[src/rtl/replay_credit_ctrl.sv]
// Per-queue enqueue credit tracking with all-or-nothing issue and replay request.
// Credits are registered; the issue decision never sees same-cycle credit returns.
module replay_credit_ctrl #(
  parameter int unsigned NUM_Q = 4,
  parameter int unsigned DEPTH = 4,
  parameter int unsigned CNT_W = 3
) (
  input  logic                   clk,
  input  logic                   reset,
  input  logic                   io_valid,
  input  logic [NUM_Q-1:0]       io_sigs_enq,
  input  logic [NUM_Q-1:0]       io_deq,
  output logic                   io_replay,
  output logic                   io_fire,
  output logic [NUM_Q-1:0]       io_enq,
  output logic [NUM_Q*CNT_W-1:0] io_credits,
  output logic [15:0]            io_replay_cnt,
  output logic                   io_err
);

  localparam logic [CNT_W-1:0] FULL = CNT_W'(DEPTH);

  logic [CNT_W-1:0] credit [NUM_Q];
  logic [NUM_Q-1:0] ready;
  logic [NUM_Q-1:0] inc;
  logic [NUM_Q-1:0] dec;
  logic             blocked;
  logic             err_hit;
  logic [15:0]      replay_cnt;
  logic             err;

  always_comb begin
    ready = '0;
    for (int unsigned i = 0; i < NUM_Q; i++) begin
      ready[i] = (credit[i] != '0);
    end
  end

  always_comb begin
    blocked   = |(io_sigs_enq & ~ready);
    io_replay = io_valid & blocked;
    io_fire   = io_valid & ~blocked;
    io_enq    = {NUM_Q{io_fire}} & io_sigs_enq;
  end

  // Simultaneous enqueue and return on one queue cancel out.
  always_comb begin
    inc = io_deq & ~io_enq;
    dec = io_enq & ~io_deq;
  end

  always_comb begin
    err_hit = 1'b0;
    for (int unsigned i = 0; i < NUM_Q; i++) begin
      if (inc[i] && (credit[i] == FULL)) begin
        err_hit = 1'b1;
      end
    end
  end

  always_ff @(posedge clk or posedge reset) begin
    if (reset) begin
      for (int unsigned i = 0; i < NUM_Q; i++) begin
        credit[i] <= FULL;
      end
    end else begin
      for (int unsigned i = 0; i < NUM_Q; i++) begin
        if (dec[i]) begin
          credit[i] <= credit[i] - CNT_W'(1);
        end else if (inc[i] && (credit[i] != FULL)) begin
          credit[i] <= credit[i] + CNT_W'(1);
        end
      end
    end
  end

  always_ff @(posedge clk or posedge reset) begin
    if (reset) begin
      replay_cnt <= '0;
    end else if (io_replay && (replay_cnt != '1)) begin
      replay_cnt <= replay_cnt + 16'd1;
    end
  end

  always_ff @(posedge clk or posedge reset) begin
    if (reset) begin
      err <= 1'b0;
    end else if (err_hit) begin
      err <= 1'b1;
    end
  end

  always_comb begin
    io_credits = '0;
    for (int unsigned i = 0; i < NUM_Q; i++) begin
      io_credits[i*CNT_W +: CNT_W] = credit[i];
    end
  end

  assign io_replay_cnt = replay_cnt;
  assign io_err        = err;

endmodule

[config.mk]
export PLATFORM = sky130hd
export DESIGN_NAME = replay_credit_ctrl
export DESIGN_NICKNAME = d
export VERILOG_FILES = /design/src/rtl/replay_credit_ctrl.sv
export SDC_FILE = /design/constraint.sdc
export NUM_CORES = 1
export LEC_CHECK = 0
export CORE_MARGIN = 1.5
export CORE_UTILIZATION = 40
export CTS_CLUSTER_DIAMETER = 100
export CTS_CLUSTER_SIZE = 10
export DETAILED_ROUTE_END_ITERATION = 6
export PLACE_DENSITY = 0.67
export SYNTH_ARGS = -nofsm -noshare
export SYNTH_HDL_FRONTEND = slang
export SYNTH_SLANG_ARGS = --single-unit
[constraint.sdc]
create_clock -name clk -period 3.2 [get_ports clk]
set_input_delay 0.8 -clock clk [delete_from_list [all_inputs] [get_ports clk]]
set_output_delay 0.8 -clock clk [all_outputs]
set_load 0.05 [all_outputs]
==> impl_metrics.yaml <==
sta:
  report.final.slew_viol_count: 0
  transition_time_of_the_tightest_slew_check_pin_ns: 0.5094
  hold_ws_ns: 0.4977
  finalSetupTns_ns: 0
  final_worst_path_period_need_ns: 3.134
  setup_viol: 0
  clock_skew_ns: 0.01158
  final_hold_vios: 0
  final_critical_path_setup_slack_ns: 0.06614
  post-route-period-util_pct: 97.93
  timing.fmax_ghz: 0.3191
  slew-limit-headroom_pct: 65.93
logic_synthesis:
  post_synth_most_frequent_cells: "25 x sky130_fd_sc_hd__dfrtp_1, 19 x sky130_fd_sc_hd__inv_1, 16 x sky130_fd_sc_hd__xnor2_1"
  post-synth-top-count-cell: "sky130_fd_sc_hd__dfrtp_1"
  synth_fp_nets: 211
  postSynth.asyncResetShare_pct: 100.0
  dominantRegCellSynth: "sky130_fd_sc_hd__dfrtp_1"
  post_synth_main_area_contributors: "sky130_fd_sc_hd__dfrtp_1 34%, sky130_fd_sc_hd__xnor2_1 7.6%, sky130_fd_sc_hd__dfstp_2 5.7%"
  post_synth_num_cell_types: 46
  synth_seq_area_share_pct: 39.59
  synth-edff-count: 0
  ys_seq_elements: 29
  post_synth.cell_area_avg_um2: 9.464
  post-synth-top-area-fraction_pct: 33.90
  synthCells: 195
  synth_largest_area_cell: "sky130_fd_sc_hd__dfrtp_1"
  post_synth_instance_area_um2: 1846
  synthesis.yosys.warnings: 0
pwr:
  total_power_w: 0.002495
  power.density_cell_area_nw_per_um2: 931.2
  worst_ir_drop_vdd_uv: 755.5
  p_leak_nw: 1.125
die:
  top_level_ports: 46
  die_area_um2: 5030
  core_region_area_um2: 4384
  floorplan.initialDensity_pct: 42.09
  row_count: 24
  die_h_um: 70.93
  dieWidth_um: 70.93
worst_setup_path:
  worst_r2r_startpoint: "io_credits[2]"
  worst_ep_arrival_time_ns: 2.33
  timing.critical_path.cells: "clkdlybuf4s50_1 -> nor4b_2 -> buf_4 -> nor4_4 -> buf_4 -> nand3_2 -> inv_2 -> buf_12"
  worstPathBufferInverterCount: 5
  worstSetupEndpointType: "output port"
  reg2reg_slack_ns: 0.50
  timing.critical_path.slowest_cell_delay_ns: 0.41
  cp_top_family: "buffers and inverters"
  worst-endpoint-required_ns: 2.40
  path_class: "in -> out"
  slowest_stage: "sky130_fd_sc_hd__clkdlybuf4s50_1"
  setup.worst_path.start: "io_sigs_enq[2]"
  setup.worst_path.start_class: "input port"
  timing.critical_path.mode_cell: "sky130_fd_sc_hd__buf_4"
  crit_path_max_fanout: 3
hold_path:
  min_path_type: "reg -> reg"
  hp-start: "io_replay_cnt[13]"
detailed_routing:
  drt-initial-drc-count: 73
  postRouteAntennaNets: 0
  drc_errors: 0
  avgRoutedWirePerCell_um: 13.46
  drt_pass1_iterations: 4
  dr_total_vias: 1680
  detail_route.wirelength_um: 4254
  avgViaCountPerCell: 5.316
clock_network:
  cts_hold_buf: 0
  tritoncts_num_sinks: 29
  cts.reportedPaths.clkPinSlew_ns: 0.05
  cts_buffer_depth: 2
  cts_tree: "built"
  clk-insertion-delay-late_ns: 0.28
  ctsRootBufferMaster: "sky130_fd_sc_hd__clkbuf_8"
  cts.htree.levels: 2
  cts_made_buffers: 5
flow_run:
  drv_cap: 0
layout:
  flow.area_growth_from_synthesis_pct: 45.15
  drive_above_1_share_pct: 22.73
  design.final.nets: 280
  insertedDiodeCount: 0
  fillers: 396
status:
  result_of_the_run: "finished, final reports clean"
global_route:
  grt_pass1_wl_um: 7265
  globalRouteTotalUtil_pct: 18.00
  largest_net_degree_at_the_start_of_global_routing: 30
  first_global_vias: 1602
  grt_antenna_before_repair: 0
  grt-ovfl-total: 0
placed_design:
  dp_wirelength_um: 3149
  routabilityCongestion: 0.7924
  io_buffers: 45
  place_worst_setup_slack_ns: -0.1812
-- power by group --
| group | switching [W] | leakage (nW) | internal (W) |
|---|---|---|---|
| Sequential | 0.000204 | 0.361 | 0.000500 |
| Clock | 0.000133 | 0.0410 | 0.000147 |
| Combinational | 0.000900 | 0.723 | 0.000611 |
-- path summary, 6_finish.rpt --
check | cells past startpoint | to
max reg2reg | 11 | io_credits[8]
min reg2reg | 1 | io_replay_cnt[13]
min in group asynchronous | 3 | io_credits[9]
max | 8 | io_enq[3]
min | 1 | io_replay_cnt[13]
max in group asynchronous | 3 | io_credits[2]
-- layer usage --
layer / vias to the layer above / GRT usage (%) / share of wire, %
met5: - / 0 / 0
met4: 0 / 4.612 / 1.0
met3: 5 / 4.843 / 4.7
met2: 31 / 28.97 / 47
met1: 803 / 24.25 / 47
li1: 841 / - / -
-- final cells by class --
| cell class | instances | area, um2 | share of cell area, % |
|---|---|---|---|
| repair buffers | 67 | 668.1 | 24.94 |
| multi-input cells | 142 | 1066 | 39.79 |
| inverters | 19 | 71.32 | 2.662 |
| flip-flops and latches | 29 | 730.7 | 27.28 |
| well taps | 52 | 65.06 | 2.429 |
| clock inverters | 1 | 5.005 | 0.1868 |
| clock buffers | 6 | 72.57 | 2.709 |
-- through the flow --
stage                     cell area, um2  std cells  util (%)
after global placement              2552        309     58.22
final                               2679        316     61.10
after CTS                           2636        315     60.13
after detailed placement            2552        309     58.22
after global routing                2679        316     61.10
after floorplan                     1846        195         -
-- flip-flops by register name (all words and copies together) (netlist names) --
name and cells:
io_err 1, io_replay_cnt 16, io_credits 12
-- logic make-up (layout without fill, tap and decap cells) --
group | count (synthesis) | after routing | synth area share [%]
XOR/XNOR | 17 | 17 | 8.068
AND/OR/NAND/NOR | 76 | 76 | 25.22
flip-flops | 29 | 29 | 39.59
adder cells (fa/ha/maj) | 5 | 5 | 5.017
buffers and inverters | 24 | 93 | 5.017
AO/OA/AOI/OAI | 42 | 42 | 15.93
multiplexers | 2 | 2 | 1.153
-- layout by cell type, fill, tap and decap left out, types with 3 or more instances in the layout --
| cell type | synthesis | routed |
|---|---|---|
| sky130_fd_sc_hd__nand3_2 | 0 | 4 |
| sky130_fd_sc_hd__o21ai_0 | 6 | 6 |
| sky130_fd_sc_hd__buf_12 | 0 | 5 |
| sky130_fd_sc_hd__nor2_1 | 12 | 11 |
| sky130_fd_sc_hd__nor3_1 | 5 | 5 |
| sky130_fd_sc_hd__clkbuf_8 | 0 | 5 |
| sky130_fd_sc_hd__dfrtp_1 | 25 | 25 |
| sky130_fd_sc_hd__nor2b_1 | 5 | 5 |
| sky130_fd_sc_hd__nand2_1 | 13 | 13 |
| sky130_fd_sc_hd__xnor2_1 | 16 | 16 |
| sky130_fd_sc_hd__o211ai_1 | 3 | 3 |
| sky130_fd_sc_hd__inv_1 | 19 | 16 |
| sky130_fd_sc_hd__inv_2 | 0 | 3 |
| sky130_fd_sc_hd__nand2b_1 | 4 | 4 |
| sky130_fd_sc_hd__dfstp_2 | 4 | 4 |
| sky130_fd_sc_hd__a21oi_1 | 13 | 13 |
| sky130_fd_sc_hd__and3_1 | 3 | 3 |
| sky130_fd_sc_hd__nand3_1 | 10 | 6 |
| sky130_fd_sc_hd__clkdlybuf4s50_1 | 0 | 37 |
| sky130_fd_sc_hd__buf_4 | 0 | 22 |
| sky130_fd_sc_hd__fa_1 | 4 | 4 |
| sky130_fd_sc_hd__nand4_1 | 11 | 11 |
| sky130_fd_sc_hd__nor4b_2 | 4 | 3 |
-- timing repair --
action                                  4_1_cts  5_1_grt
endpoints found under the setup margin        5        5
pin swaps                                     1        2
gates resized for setup                       5        9
buffers inserted                              0        1
Note: power is estimated with default switching activity, not from simulation.
